## src/rtl/div_if.sv

```systemverilog
// Handshake and operand/result bundle shared by the divider and its requester.
interface div_if #(
    parameter int unsigned WIDTH = 16
);
    logic             start;
    logic [WIDTH-1:0] dividend_i;
    logic [WIDTH-1:0] divisor_i;
    logic [WIDTH-1:0] quotient_o;
    logic [WIDTH-1:0] remainder_o;
    logic             div_zero_o;
    logic             done;
    logic             busy;

    // Requester side: issues operations, consumes results.
    modport master (
        output start, dividend_i, divisor_i,
        input  quotient_o, remainder_o, div_zero_o, done, busy
    );

    // Divider side.
    modport slave (
        input  start, dividend_i, divisor_i,
        output quotient_o, remainder_o, div_zero_o, done, busy
    );
endinterface

```

## src/rtl/div.sv

```systemverilog
// Sequential signed restoring divider: one quotient bit per clock on operand
// magnitudes, signs applied in a final fix-up cycle. Quotient truncates toward
// zero, remainder follows the dividend's sign. Divide by zero takes a one-cycle
// fast path and reports quotient=-1, remainder=dividend, div_zero_o=1.
module div #(
    parameter int unsigned WIDTH = 16
) (
    input logic  clk,
    input logic  rst_n,
    div_if.slave bus
);
    localparam int unsigned CntW = $clog2(WIDTH);

    typedef enum logic [1:0] {StIdle, StCalc, StFix} state_e;

    state_e           state_q, state_d;
    logic [WIDTH-1:0] q_q, q_d;          // quotient shift reg; raw dividend on div-by-zero
    logic [WIDTH-1:0] d_q, d_d;          // divisor magnitude
    logic [WIDTH:0]   r_q, r_d;          // partial remainder
    logic [CntW-1:0]  cnt_q, cnt_d;
    logic             sign_quo_q, sign_quo_d;
    logic             sign_rem_q, sign_rem_d;
    logic             dz_pend_q, dz_pend_d;
    logic [WIDTH-1:0] quotient_q, quotient_d;
    logic [WIDTH-1:0] remainder_q, remainder_d;
    logic             div_zero_q, div_zero_d;
    logic             done_q, done_d;
    logic             busy_q, busy_d;

    logic [WIDTH-1:0] dvd_abs, dvs_abs;
    logic [WIDTH:0]   shifted, trial;

    // Magnitudes fit in WIDTH unsigned bits, so |MIN| needs no special case.
    assign dvd_abs = bus.dividend_i[WIDTH-1] ? -bus.dividend_i : bus.dividend_i;
    assign dvs_abs = bus.divisor_i[WIDTH-1]  ? -bus.divisor_i  : bus.divisor_i;

    // r < d <= 2^(WIDTH-1) keeps shifted below 2^WIDTH, so trial's MSB is its sign.
    assign shifted = {r_q[WIDTH-1:0], q_q[WIDTH-1]};
    assign trial   = shifted - {1'b0, d_q};

    // Next-state and datapath updates for the IDLE/CALC/FIX sequence.
    always_comb begin
        state_d     = state_q;
        q_d         = q_q;
        d_d         = d_q;
        r_d         = r_q;
        cnt_d       = cnt_q;
        sign_quo_d  = sign_quo_q;
        sign_rem_d  = sign_rem_q;
        dz_pend_d   = dz_pend_q;
        quotient_d  = quotient_q;
        remainder_d = remainder_q;
        div_zero_d  = div_zero_q;
        done_d      = 1'b0;
        busy_d      = busy_q;

        case (state_q)
            StIdle: begin
                if (bus.start) begin
                    busy_d     = 1'b1;
                    r_d        = '0;
                    cnt_d      = '0;
                    sign_quo_d = bus.dividend_i[WIDTH-1] ^ bus.divisor_i[WIDTH-1];
                    sign_rem_d = bus.dividend_i[WIDTH-1];
                    if (bus.divisor_i == '0) begin
                        dz_pend_d = 1'b1;
                        q_d       = bus.dividend_i;
                        state_d   = StFix;
                    end else begin
                        dz_pend_d = 1'b0;
                        q_d       = dvd_abs;
                        d_d       = dvs_abs;
                        state_d   = StCalc;
                    end
                end
            end
            StCalc: begin
                r_d   = trial[WIDTH] ? shifted : trial;
                q_d   = {q_q[WIDTH-2:0], ~trial[WIDTH]};
                cnt_d = cnt_q + CntW'(1);
                if (cnt_q == CntW'(WIDTH - 1)) begin
                    state_d = StFix;
                end
            end
            StFix: begin
                if (dz_pend_q) begin
                    quotient_d  = '1;
                    remainder_d = q_q;
                    div_zero_d  = 1'b1;
                end else begin
                    quotient_d  = sign_quo_q ? -q_q : q_q;
                    remainder_d = sign_rem_q ? -r_q[WIDTH-1:0] : r_q[WIDTH-1:0];
                    div_zero_d  = 1'b0;
                end
                done_d  = 1'b1;
                busy_d  = 1'b0;
                state_d = StIdle;
            end
            default: state_d = StIdle;
        endcase
    end

    // State and datapath registers; reset aborts any in-flight operation.
    always_ff @(posedge clk or negedge rst_n) begin
        if (!rst_n) begin
            state_q     <= StIdle;
            q_q         <= '0;
            d_q         <= '0;
            r_q         <= '0;
            cnt_q       <= '0;
            sign_quo_q  <= 1'b0;
            sign_rem_q  <= 1'b0;
            dz_pend_q   <= 1'b0;
            quotient_q  <= '0;
            remainder_q <= '0;
            div_zero_q  <= 1'b0;
            done_q      <= 1'b0;
            busy_q      <= 1'b0;
        end else begin
            state_q     <= state_d;
            q_q         <= q_d;
            d_q         <= d_d;
            r_q         <= r_d;
            cnt_q       <= cnt_d;
            sign_quo_q  <= sign_quo_d;
            sign_rem_q  <= sign_rem_d;
            dz_pend_q   <= dz_pend_d;
            quotient_q  <= quotient_d;
            remainder_q <= remainder_d;
            div_zero_q  <= div_zero_d;
            done_q      <= done_d;
            busy_q      <= busy_d;
        end
    end

    assign bus.quotient_o  = quotient_q;
    assign bus.remainder_o = remainder_q;
    assign bus.div_zero_o  = div_zero_q;
    assign bus.done        = done_q;
    assign bus.busy        = busy_q;
endmodule

```

## src/flat_wrapper.sv

```systemverilog
// flat-port wrapper written by rule: the top's interface ports become plain ports
module div_flat 
#(
    parameter int unsigned WIDTH = 16
)
  (clk, rst_n, bus_start, bus_dividend_i, bus_divisor_i, bus_quotient_o, bus_remainder_o, bus_div_zero_o, bus_done, bus_busy);
  div_if #(.WIDTH(WIDTH)) bus_i ();
  input logic clk;
  input logic rst_n;
  input wire logic [$bits(bus_i.start)-1:0] bus_start;
  input wire logic [$bits(bus_i.dividend_i)-1:0] bus_dividend_i;
  input wire logic [$bits(bus_i.divisor_i)-1:0] bus_divisor_i;
  output wire logic [$bits(bus_i.quotient_o)-1:0] bus_quotient_o;
  output wire logic [$bits(bus_i.remainder_o)-1:0] bus_remainder_o;
  output wire logic [$bits(bus_i.div_zero_o)-1:0] bus_div_zero_o;
  output wire logic [$bits(bus_i.done)-1:0] bus_done;
  output wire logic [$bits(bus_i.busy)-1:0] bus_busy;
  assign bus_i.start = bus_start;
  assign bus_i.dividend_i = bus_dividend_i;
  assign bus_i.divisor_i = bus_divisor_i;
  assign bus_quotient_o = bus_i.quotient_o;
  assign bus_remainder_o = bus_i.remainder_o;
  assign bus_div_zero_o = bus_i.div_zero_o;
  assign bus_done = bus_i.done;
  assign bus_busy = bus_i.busy;
  div #(.WIDTH(WIDTH)) u_core (.clk(clk), .rst_n(rst_n), .bus(bus_i));
endmodule
```

## config.mk

```make
export PLATFORM = sky130hd
export DESIGN_NAME = div_flat
export DESIGN_NICKNAME = d
export VERILOG_FILES = /design/src/rtl/div_if.sv /design/src/rtl/div.sv /design/src/flat_wrapper.sv
export SDC_FILE = /design/constraint.sdc
export NUM_CORES = 1
export LEC_CHECK = 0
export ABC_CLOCK_PERIOD_IN_PS = 3200
export BUFFER_PORTS_ARGS = -buffer_cell sky130_fd_sc_hd__buf_2
export CORE_UTILIZATION = 55
export CTS_BUF_LIST = sky130_fd_sc_hd__clkbuf_16
export DETAILED_ROUTE_END_ITERATION = 10
export PLACE_DENSITY = 0.82
export SLEW_MARGIN = 0
export SYNTH_ARGS = -nofsm -noshare
export SYNTH_HDL_FRONTEND = slang
export SYNTH_SLANG_ARGS = --single-unit
```

## constraint.sdc

```tcl
create_clock -name clk -period 3.2 [get_ports clk]
set_input_delay 0.64 -clock clk [delete_from_list [all_inputs] [get_ports clk]]
set_output_delay 0.64 -clock clk [all_outputs]
set_load 0.01 [all_outputs]
```

# Word-level counts from Yosys, hierarchy flattened
# Cells that the tools add are included.
word_totals:
  memories: 0
  latch_bits: 0
  rom_bits: 0
  in_bits: 35
  ram_bits: 0
  ff_bits: 92
  elab_cells: 59
op_classes:
  n_eq_ne: 5
  reduce_logical: 9
  addsub: 6
  order_cmp: 0
  bitwise_logic: 3
  shifts: 0
  mux: 23
  div: 0
  n_mul: 0
op_table:
  columns: ["cell", "count"]
  rows:
  - ["$mux 16", 10]
  - ["$neg 16->16", 4]
  - ["$pmux 16 s2", 2]
  - ["$sub 17x16->17", 1]
  - ["$logic_not 16->1", 1]
  - ["$pmux 4 s2", 1]
  - ["$reduce_and 2->1", 4]
  - ["$mux 2", 3]
  - ["$add 4x1->4 const B", 1]
  - ["$eq 4x4->1 const B", 1]
  - ["$mux 1", 4]
  - ["$mux 4", 1]
  - ["$pmux 2 s2", 1]
  - ["$reduce_bool 2->1", 2]
  - ["$reduce_and 3->1", 1]
  - ["$eq 2x1->1 const B", 1]
  - ["$eq 2x2->1 const B", 1]
  - ["$logic_not 2->1", 1]
  - ["$ne 2x1->1 const B", 1]
  - ["$ne 2x2->1 const B", 1]
  - ["$not 1->1", 2]
  - ["$pmux 1 s2", 1]
  - ["$xor 1x1->1", 1]

# Logic depth before layout (Yosys ltp)
# Gate-level depths: netlist of run 1.
depth:
  ltp_word: 5
  depth_mapped: 10
  mapped_depth_nobuf: 9

# Least setup slack after synthesis of run 1
# Ideal clock, no wire load.
synth_timing:
  path_kind: "input to register"
  from: "in bus_divisor_i[0]"
  to: "reg u_core.d_q[14]"
  setup_time_ns: 0.130
  cell_stages: 8
  t_arrival_ns: 2.482
  n_path_buf: 0
  required_ns: 3.070
  path_slack_ns: 0.588
  path_cell_list: "inv_1 -> ha_1 -> or3b_1 -> or4_4 -> or4_4 -> nand2_1 -> xor2_1 -> o21ai_1"
synth_via:
  elab_chain_len: 3
synth_rtl:
  columns: ["item", "line_no", "source"]
  rows:
  - ["from (decl)", "flat_wrapper.sv:12", "input wire logic [$bits(bus_i.divisor_i)-1:0] bus_divisor_i;"]
  - ["parallel branches: the longest is 3 deep, another holds $neg 16->16", null, null]
  - ["to (signal assigned)", "div.sv:108", "d_q <= '0;"]
  - ["to (signal assigned)", "div.sv:122", "d_q <= d_d;"]
  - ["to (decl)", "div.sv:18", "logic [WIDTH-1:0] d_q, d_d;"]
# Parallel ways; which one is timed is not known.
# A chain may end at the register's enable or synchronous reset.

# Worst setup path in the final report of run 1
layout_timing:
  from: "reg u_core.r_q[10]"
  to: "reg u_core.r_q[3]"
layout_via:
  elab_chain_len: 3
layout_rtl:
  columns: ["item", "line_no", "source"]
  rows:
  - ["from (decl)", "div.sv:19", "logic [WIDTH:0] r_q, r_d;"]
  - ["from (signal assigned)", "div.sv:123", "r_q <= r_d;"]
  - ["$sub 17x16->17", "div.sv:39", "assign trial = shifted - {1'b0, d_q};"]
  - ["$mux 16", "div.sv:78", "r_d = trial[WIDTH] ? shifted : trial;"]
  - ["$pmux 16 s2", "div.sv:57", "case (state_q)"]
# No other way between the ends.

==> flow_metrics.env, run 1 <==
export IMPL_pwr_share_seq_pct=30.0
export IMPL_dp_cells=867
export IMPL_vdd_drop_max_mv=0.7732
export IMPL_rows=37
export IMPL_dp_slack_ns=0.3907
export IMPL_final_common_cell="dfrtp_1"
export IMPL_setup_violations=0
export IMPL_via_per_inst=6.165
export IMPL_port_buffers=69
export IMPL_yosys_warnings=0
export IMPL_min_path_type="in -> async"
export IMPL_regArea_um2=2302
export IMPL_grt_pass1_wl_um=25840
export IMPL_vias=5444
export IMPL_cts_tree="yes"
export IMPL_cts_root_buf="clkbuf_16"
export IMPL_drive_gt1_share_pct=14.73
export IMPL_synth_top_family_by_area="compound AO/OA/AOI/OAI gates"
export IMPL_synth_seq_cells=92
export IMPL_final_core_util_pct=64.62
export IMPL_synthMuxAreaShare_pct=2.066
export IMPL_globalRouteMet2Util_pct=45.52
export IMPL_grt_max_degree=54
export IMPL_use_met1_pct=40.59
export IMPL_p_clk_share_pct=13.9
export IMPL_cts_resized_gates=0
export IMPL_antenna_cells=0
export IMPL_setup_tns_ns=0
export IMPL_min_period_ns=2.777
export IMPL_synth_edf_count=0
export IMPL_p_int_mw=4.173
export IMPL_cp_required_ns=3.41
export IMPL_rsz0062_at_grt="false"
export IMPL_postRouteAntennaNets=0
export IMPL_powerDensity_nw_per_um2=1147
export IMPL_tightest_slew_ns=0.9021
export IMPL_dieArea_um2=11210
export IMPL_crit_fanout=11
export IMPL_syn_nets=745
export IMPL_synthArstFlopShare_pct=100.0
export IMPL_pwr_share_comb_pct=56.1
export IMPL_busiest_layer="met2"
export IMPL_leakage_nw=2.977
export IMPL_postCtsSetupRepairBufs=0
export IMPL_yosysTopAreaCell="dfrtp_1"
export IMPL_io_pins=70
export IMPL_use_met3_pct=3.958
export IMPL_htreeDepth=3
export IMPL_cts_sinks=92
export IMPL_synth_area_leaders="dfrtp_1, xnor2_1, o21ai_0, nand2_1, ha_1"
export IMPL_hold_viol_final=0
export IMPL_final_max_slew_viol_count=0
export IMPL_first_pass_iters=5
export IMPL_gp_congestion=0.9281
export IMPL_mostFrequentLayoutCells="dfrtp_1, nand2_1, o21ai_0"
export IMPL_area_growth_pct=13.41
export IMPL_grt_pass1_vias=5365
export IMPL_cp_arrival_ns=2.99
export IMPL_fillers=854
export IMPL_layout_cells_non_filler=883
export IMPL_die_width_um=105.9
export IMPL_clk_latency_ns=0.34
export IMPL_worstSetupPathType="reg -> reg"
export IMPL_sw_frac_of_total_pct=45.94
export IMPL_status="completed"
export IMPL_synth_top_area_share_pct=38.79
export IMPL_p_sw_mw=3.546
export IMPL_cap_violations=0
export IMPL_cts_buffer_depth=2
export IMPL_synth_main_ff_cell="dfrtp_1"
export IMPL_slew_headroom_pct=39.86
export IMPL_cts_hold_buffers=0
export IMPL_fp_dieH_um=105.9
export IMPL_critPathLaunchType="register"
export IMPL_nets=799
export IMPL_grt_usage_pct=28.78
export IMPL_synth_cell_type_count=56
export IMPL_clock_fmax_ghz=0.3601
export IMPL_synth_adder_area_share_pct=4.764
export IMPL_core_area_um2=10420
export IMPL_cts_clk_slew_worst_paths_ns=0.07
export IMPL_wirelength_um=14870
export IMPL_synth_compound_area_share_pct=21.88
export IMPL_post_route_period_util_pct=86.78
export IMPL_syn_inst=688
export IMPL_end_kind="register"
export IMPL_synth_seq_area_share_pct=38.79
export IMPL_cts_buffers=9
export IMPL_antenna_found_initial=0
export IMPL_synth_xor_xnor_area_share_pct=9.739
export IMPL_multiInputGateArea_um2=3362
export IMPL_clock_skew_ns=0.007372
export IMPL_synth_simple_area_share_pct=18.09
export IMPL_wire_per_inst_um=16.84
export IMPL_netlist_area_um2=5936
export IMPL_avgSynthCellArea_um2=8.627
export IMPL_setup_ws_ns=0.4230
export IMPL_overflow=0
export IMPL_start_util_pct=56.98
export IMPL_hpwl_um=10970
export IMPL_drt_initial_drc_count=530
export IMPL_route_detailed_drc=0
==> per-layer routing <==
layer	share of wire [%]	wire length (um)
met1	45	6693
met3	7.1	1050
met2	46	6818
met5	0	0
met4	2.0	303
==> flip-flops by register name, summed over array words and instances, names as in the netlist <==
name and flops:
u_core.sign_rem_q 1, u_core.bus.remainder_o 16, u_core.cnt_q 4, u_core.bus.quotient_o 16
u_core.bus.busy 1, u_core.r_q 16, u_core.sign_quo_q 1, u_core.bus.div_zero_o 1
u_core.state_q 2, u_core.bus.done 1, u_core.dz_pend_q 1, u_core.q_q 16
u_core.d_q 16
==> layout make-up <==
class	count	area share, %
multi-input cells	524	49.94
flip-flops and latches	92	34.20
repair buffers	86	7.249
clock buffers	9	3.346
well taps	136	2.528
inverters	29	1.617
clock inverters	7	1.115
==> critical path: stages, from the launching register on <==
cell and delay (ns):
dfrtp_1 0.47, ha_1 0.47, nand4_1 0.15, o211ai_1 0.14, a211o_1 0.34, o31ai_1 0.44, nor2_1 0.13, buf_4 0.18
o311ai_0 0.33
==> cell families (layout without fill, tap and decap cells) <==
family                   Yosys count  after routing
AND/OR/NAND/NOR                  221            221
AO/OA/AOI/OAI                    203            203
flip-flops                        92             92
buffers and inverters             72            131
XOR/XNOR                          66             66
adder cells (fa/ha/maj)           22             22
multiplexers                      12             12
==> power groups by stage <==
stage          registers [mW]  logic [mW]  clock network, mW
6_report                 2.32        4.33               1.08
5_1_grt                  2.38        4.88               1.14
4_1_cts                  2.30        4.28               1.09
3_5_place_dp             2.32        4.24                  0
3_3_place_gp             2.28        4.12                  0
2_1_floorplan            2.14        3.18                  0
==> per-stage QoR <==
stage,hold slack [ns],power [mW],instance area [um^2]
3_3_place_gp,0.4526,6.399,6431
4_1_cts,0.2909,7.664,6731
5_1_grt,0.3195,8.393,6731
3_5_place_dp,0.4660,6.560,6431
6_report,0.2737,7.719,6731
2_1_floorplan,0.3444,5.323,5936
==> cell usage after synthesis, drive strengths merged (8+ instances only) <==
| master | number |
|---|---|
| a21oi | 34 |
| nand2b | 10 |
| nand4 | 16 |
| o31ai | 16 |
| a22oi | 15 |
| nor2 | 41 |
| mux2i | 10 |
| o21ai | 76 |
| ha | 21 |
| xor2 | 18 |
| dfrtp | 92 |
| o22a | 12 |
| nor2b | 9 |
| inv | 29 |
| xnor2 | 48 |
| clkbuf | 36 |
| or3 | 12 |
| nand2 | 87 |
| nor3 | 8 |
==> final timing paths <==
kind	from	endpoint	slack [ns]	cells after the start
setup reg to reg	u_core.r_q[10]	u_core.r_q[3]	0.42	8
setup / recovery	u_core.r_q[10]	u_core.r_q[3]	0.42	8
hold / removal	rst_n	u_core.bus.quotient_o[13]	0.27	1
max in group asynchronous	rst_n	u_core.d_q[3]	2.26	2
min in group clk	u_core.bus.remainder_o[8]	u_core.bus.remainder_o[8]	0.48	2
hold reg to reg	u_core.bus.remainder_o[8]	u_core.bus.remainder_o[8]	0.48	2
(Power assumes the default switching activity.)
==> run 2: changes to the inputs <==
--- a/config.mk
+++ b/config.mk
@@ -7,10 +7,12 @@
 export LEC_CHECK = 0
 export ABC_CLOCK_PERIOD_IN_PS = 3200
 export BUFFER_PORTS_ARGS = -buffer_cell sky130_fd_sc_hd__buf_2
+export CORE_MARGIN = 3
 export CORE_UTILIZATION = 55
 export CTS_BUF_LIST = sky130_fd_sc_hd__clkbuf_16
 export DETAILED_ROUTE_END_ITERATION = 10
 export PLACE_DENSITY = 0.82
+export REMOVE_ABC_BUFFERS = 1
 export SLEW_MARGIN = 0
 export SYNTH_ARGS = -nofsm -noshare
 export SYNTH_HDL_FRONTEND = slang
==> run 2 against run 1 <==
Against the previous run: register-to-register slack lost 0.09 ns; clock skew decreased by 0.0027 ns; setup slack got worse by 0.092 ns; critical path type unchanged; critical endpoint is now u_core.r_q[4].
==> flow_metrics.env, run 2 (synthesis results as in run 1) <==
export IMPL_clock_skew_ns=0.004643
export IMPL_fp_dieH_um=109.9
export IMPL_hold_viol_final=0
export IMPL_htreeDepth=3
export IMPL_cap_violations=0
export IMPL_gp_congestion=0.8909
export IMPL_drt_initial_drc_count=484
export IMPL_slew_headroom_pct=43.89
export IMPL_vias=5411
export IMPL_reg2reg_to="u_core.r_q[4]"
export IMPL_grt_pass1_wl_um=24700
export IMPL_port_buffers=69
export IMPL_cts_tree="yes"
export IMPL_cts_buffers=9
export IMPL_nets=800
export IMPL_dp_cells=868
export IMPL_die_width_um=109.9
export IMPL_route_detailed_drc=0
export IMPL_hpwl_um=11350
export IMPL_antenna_found_initial=0
export IMPL_crit_fanout=11
export IMPL_max_stage_delay_ns=0.56
export IMPL_cts_root_buf="clkbuf_16"
export IMPL_antenna_cells=0
export IMPL_post_route_period_util_pct=89.66
export IMPL_final_max_slew_viol_count=0
export IMPL_min_period_ns=2.869
export IMPL_vdd_drop_max_mv=0.6444
export IMPL_use_met1_pct=34.21
export IMPL_cts_hold_buffers=0
export IMPL_cp_slowest_cell="nor2_1"
export IMPL_cp_arrival_ns=3.04
export IMPL_tightest_slew_ns=0.8386
export IMPL_layout_cells_non_filler=884
export IMPL_powerDensity_nw_per_um2=1142
export IMPL_clock_fmax_ghz=0.3485
export IMPL_core_area_um2=10420
export IMPL_reg2reg_slack_ns=0.33
export IMPL_fillers=854
export IMPL_first_pass_iters=5
export IMPL_cp_required_ns=3.37
export IMPL_busiest_layer="met2"
export IMPL_final_common_cell="dfrtp_1"
export IMPL_clk_latency_ns=0.33
export IMPL_io_pins=70
export IMPL_wirelength_um=14940
export IMPL_cts_clk_slew_worst_paths_ns=0.07
export IMPL_globalRouteMet2Util_pct=44.41
export IMPL_worstSetupPathType="reg -> reg"
export IMPL_start_util_pct=56.98
export IMPL_critical_path_cell_chain="ha_1 -> fa_1 -> nor2b_1 -> o2111ai_1 -> a21oi_1 -> o31ai_1 -> nor2_1 -> o311ai_0"
export IMPL_use_met3_pct=4.287
export IMPL_grt_max_degree=48
export IMPL_cts_sinks=92
export IMPL_overflow=0
export IMPL_area_growth_pct=13.60
export IMPL_drive_gt1_share_pct=14.71
export IMPL_status="completed"
export IMPL_final_core_util_pct=64.73
export IMPL_grt_usage_pct=25.89
export IMPL_postRouteAntennaNets=0
export IMPL_power_mw=7.699
export IMPL_mostFrequentLayoutCells="dfrtp_1, nand2_1, o21ai_0"
export IMPL_wire_per_inst_um=16.90
export IMPL_dieArea_um2=12070
export IMPL_setup_tns_ns=0
export IMPL_leakage_nw=2.984
export IMPL_setup_violations=0
export IMPL_critPathLaunchType="register"
export IMPL_min_path_type="in -> async"
export IMPL_grt_pass1_vias=5139
export IMPL_cts_buffer_depth=2
export IMPL_via_per_inst=6.121
export IMPL_rows=37
export IMPL_r2r_start="u_core.d_q[0]"
export IMPL_reg2reg_depth=8
export IMPL_cts_resized_gates=0
export IMPL_end_kind="register"
export IMPL_rsz0062_at_grt="false"
export IMPL_postCtsSetupRepairBufs=0
[run 2: power breakdown]
part / internal (mW) / switching [mW] / total (mW)
logic: 1.84 / 2.39 / 4.23
registers: 1.69 / 0.635 / 2.33
clock network: 0.683 / 0.454 / 1.14
[run 2: worst max-delay path by stage]
stage                     start        endpoint  slack (ns)  cells after the start
2_1_floorplan         bus_start   u_core.d_q[0]       -0.08                      4
3_3_place_gp   bus_divisor_i[0]  u_core.d_q[14]        0.43                      9
3_5_place_dp   bus_divisor_i[0]  u_core.d_q[11]        0.34                     10
4_1_cts           u_core.d_q[0]   u_core.r_q[4]        0.34                      8
5_1_grt           u_core.d_q[0]   u_core.r_q[6]        0.13                      8
6_report          u_core.d_q[0]   u_core.r_q[4]        0.33                      8
[run 2: stage by stage]
stage                     instance area, um^2  setup slack [ns]  hold WS, ns
after floorplan                          5767          -0.07840       0.3444
after global placement                   6426            0.4263       0.4480
after detailed placement                 6426            0.3438       0.4524
after CTS                                6743            0.3395       0.3262
after global routing                     6743            0.1275       0.3629
final                                    6743            0.3308       0.3087
[run 2: per-layer routing]
layer  share of wire [%]  up-vias  routed length (um)
met3                 8.0       25                1188
met2                  48      235                7231
li1                    -     2577                   -
met1                  42     2574                6314
met5                   0        -                   0
met4                 1.4        0                 202
[run 2: layout make-up]
type                            count  area [um^2]  share of cell area (%)
Multi-Input combinational cell    524         3362                   49.86
Sequential cell                    92         2302                   34.14
Timing Repair Buffer               87        483.0                   7.163
Clock buffer                        9        225.2                   3.340
Tap cell                          136        170.2                   2.524
Inverter                           29        108.9                   1.614
Clock inverter                      7        91.34                   1.355
[run 2: worst max-delay path, delay by kind of cell (launching register included)]
family | cells | cell delay [ns]
compound gates | 4 | 0.91
fa+ha+maj | 2 | 0.63
flops | 1 | 0.40
simple gates | 2 | 0.77
==> run 3: changes to the inputs <==
--- a/config.mk
+++ b/config.mk
@@ -6,12 +6,12 @@
 export NUM_CORES = 1
 export LEC_CHECK = 0
 export ABC_CLOCK_PERIOD_IN_PS = 3200
-export BUFFER_PORTS_ARGS = -buffer_cell sky130_fd_sc_hd__buf_2
 export CORE_MARGIN = 3
 export CORE_UTILIZATION = 55
 export CTS_BUF_LIST = sky130_fd_sc_hd__clkbuf_16
 export DETAILED_ROUTE_END_ITERATION = 10
-export PLACE_DENSITY = 0.82
+export DONT_BUFFER_PORTS = 1
+export PLACE_DENSITY = 0.76
 export REMOVE_ABC_BUFFERS = 1
 export SLEW_MARGIN = 0
 export SYNTH_ARGS = -nofsm -noshare
==> run 3 against run 2 <==
Against the previous run: fmax rose by 4.3%; setup slack improved by 0.12 ns; wire length fell by 2.0%; utilization fell by 3.8 points; via count fell by 6.1%; global-route usage fell by 0.43 points; count of clock-buffer cells in the layout did not move; hold slack got worse by 0.11 ns; register-to-register slack improved by 0.12 ns; final cell count fell by 8.1%.
==> flow_metrics.env, run 3 (synthesis results as in run 1) <==
export IMPL_p_clk_share_pct=13.7
export IMPL_cts_buffer_depth=2
export IMPL_m1WireLength_um=6354
export IMPL_area_growth_pct=6.998
export IMPL_top_layer_used="met4"
export IMPL_wl_met3_um=1172
export IMPL_io_pins=70
export IMPL_leakage_nw=2.677
export IMPL_pwr_share_seq_pct=32.3
export IMPL_die_width_um=109.9
export IMPL_grt_pass1_vias=4939
export IMPL_sw_frac_of_total_pct=46.84
export IMPL_crit_fanout=10
export IMPL_wl_met2_um=6964
export IMPL_cp_arrival_ns=2.97
export IMPL_clock_skew_ns=0.01843
export IMPL_reg2reg_depth=10
export IMPL_cts_buffers=9
export IMPL_critPathLaunchType="register"
export IMPL_p_int_mw=3.959
export IMPL_rsz0062_at_grt="false"
export IMPL_via_per_inst=6.260
export IMPL_powerDensity_nw_per_um2=1173
export IMPL_postRouteAntennaNets=0
export IMPL_cts_sinks=92
export IMPL_cts_resized_gates=0
export IMPL_worstSetupPathType="reg -> reg"
export IMPL_layout_cells_non_filler=812
export IMPL_drive_gt1_share_pct=5.621
export IMPL_p_sw_mw=3.488
export IMPL_final_common_cell="dfrtp_1"
export IMPL_end_kind="register"
export IMPL_min_period_ns=2.752
export IMPL_grt_usage_pct=25.46
export IMPL_mostFrequentLayoutCells="dfrtp_1, nand2_1, o21ai_0"
export IMPL_status="completed"
export IMPL_first_pass_iters=5
export IMPL_cp_required_ns=3.42
export IMPL_holdWs_ns=0.1981
export IMPL_hold_viol_final=0
export IMPL_post_route_period_util_pct=85.99
export IMPL_start_util_pct=56.98
export IMPL_rows=37
export IMPL_grt_max_degree=93
export IMPL_antenna_found_initial=0
export IMPL_dieArea_um2=12070
export IMPL_nets=728
export IMPL_clk_latency_ns=0.35
export IMPL_cts_clk_slew_worst_paths_ns=0.08
export IMPL_hpwl_um=10800
export IMPL_gp_congestion=0.9421
export IMPL_core_area_um2=10420
export IMPL_dp_cells=795
export IMPL_clock_fmax_ghz=0.3634
export IMPL_vdd_drop_max_mv=0.6145
export IMPL_wirelength_um=14630
export IMPL_cap_violations=0
export IMPL_drt_initial_drc_count=455
export IMPL_port_buffers=0
export IMPL_htreeDepth=3
export IMPL_antenna_cells=0
export IMPL_pwr_share_comb_pct=54.0
export IMPL_cts_root_buf="clkbuf_16"
export IMPL_route_detailed_drc=0
export IMPL_final_max_slew_viol_count=0
export IMPL_fp_dieH_um=109.9
export IMPL_wire_per_inst_um=18.02
export IMPL_slew_headroom_pct=37.32
export IMPL_grt_pass1_wl_um=24300
export IMPL_tightest_slew_ns=0.9403
export IMPL_overflow=0
export IMPL_min_path_type="in -> async"
export IMPL_final_core_util_pct=60.97
export IMPL_setup_violations=0
export IMPL_vias=5083
export IMPL_cts_tree="yes"
## run 3: changes by cell type in the layout (fill, tap and decap cells not counted)
| cell | previous run | this run |
|---|---|---|
| clkinvlp_4 | 1 | 0 |
| buf_16 | 0 | 1 |
| buf_2 | 68 | 0 |
| inv_6 | 0 | 2 |
| buf_4 | 19 | 14 |
| bufinv_16 | 2 | 0 |
| clkinv_4 | 0 | 1 |
## run 3: final timing paths
path,start,endpoint,slack [ns]
setup / recovery,u_core.q_q[15],u_core.r_q[4],0.45
hold / removal,rst_n,u_core.bus.quotient_o[14],0.20
setup reg to reg,u_core.q_q[15],u_core.r_q[4],0.45
hold reg to reg,u_core.d_q[14],u_core.d_q[14],0.52
max in group asynchronous,rst_n,u_core.r_q[6],2.63
min in group clk,bus_divisor_i[0],u_core.d_q[0],0.44
## run 3: metrics by stage
step	power, mW	area [um^2]	TNS (ns)	worst slack [ns]
final	7.447	6351	0	0.4483
after global routing	8.084	6351	0	0.2182
after CTS	7.418	6351	0	0.4757
after detailed placement	6.355	6048	0	0.4792
after global placement	6.235	6048	0	0.5402
after floorplan	5.214	5767	-0.07840	-0.07840
## run 3: per-layer routing
metal  up-vias  track usage, %
met5         -               0
met4         0           5.877
met3        16           5.872
met2       191           41.25
met1      2448           34.69
li1       2428               -
## run 3: final cells by class
class	instances	area [um^2]
inverter	29	108.9
fill	910	4065
multi-input combinational	524	3362
sequential	92	2302
timing repair buffer	15	132.6
clock inverter	7	50.05
tap	136	170.2
clock buffer	9	225.2
## run 3: timing repair
| action | in CTS | in global routing |
|---|---|---|
| buffers inserted | 0 | 0 |
| hold buffers | 1 | 0 |
| setup endpoints to repair | 0 | 0 |
| hold endpoints to repair | 92 | 0 |
## run 3: critical path: stages, from the launching register on
cell and delay, ns:
dfrtp_1 0.43, inv_1 0.07, ha_1 0.21, fa_1 0.39, nor2b_1 0.22, o2111ai_1 0.18
a21o_1 0.24, a21boi_0 0.25, nor2_1 0.12, buf_4 0.20, o311ai_0 0.32
## run 3: power by group through the flow
stage | sequential [mW] | clock [mW] | combinational (mW)
4_1_cts | 2.39 | 1.03 | 4.00
2_1_floorplan | 2.21 | 0 | 3.01
5_1_grt | 2.48 | 1.09 | 4.51
3_5_place_dp | 2.41 | 0 | 3.94
3_3_place_gp | 2.37 | 0 | 3.86
6_report | 2.41 | 1.02 | 4.02
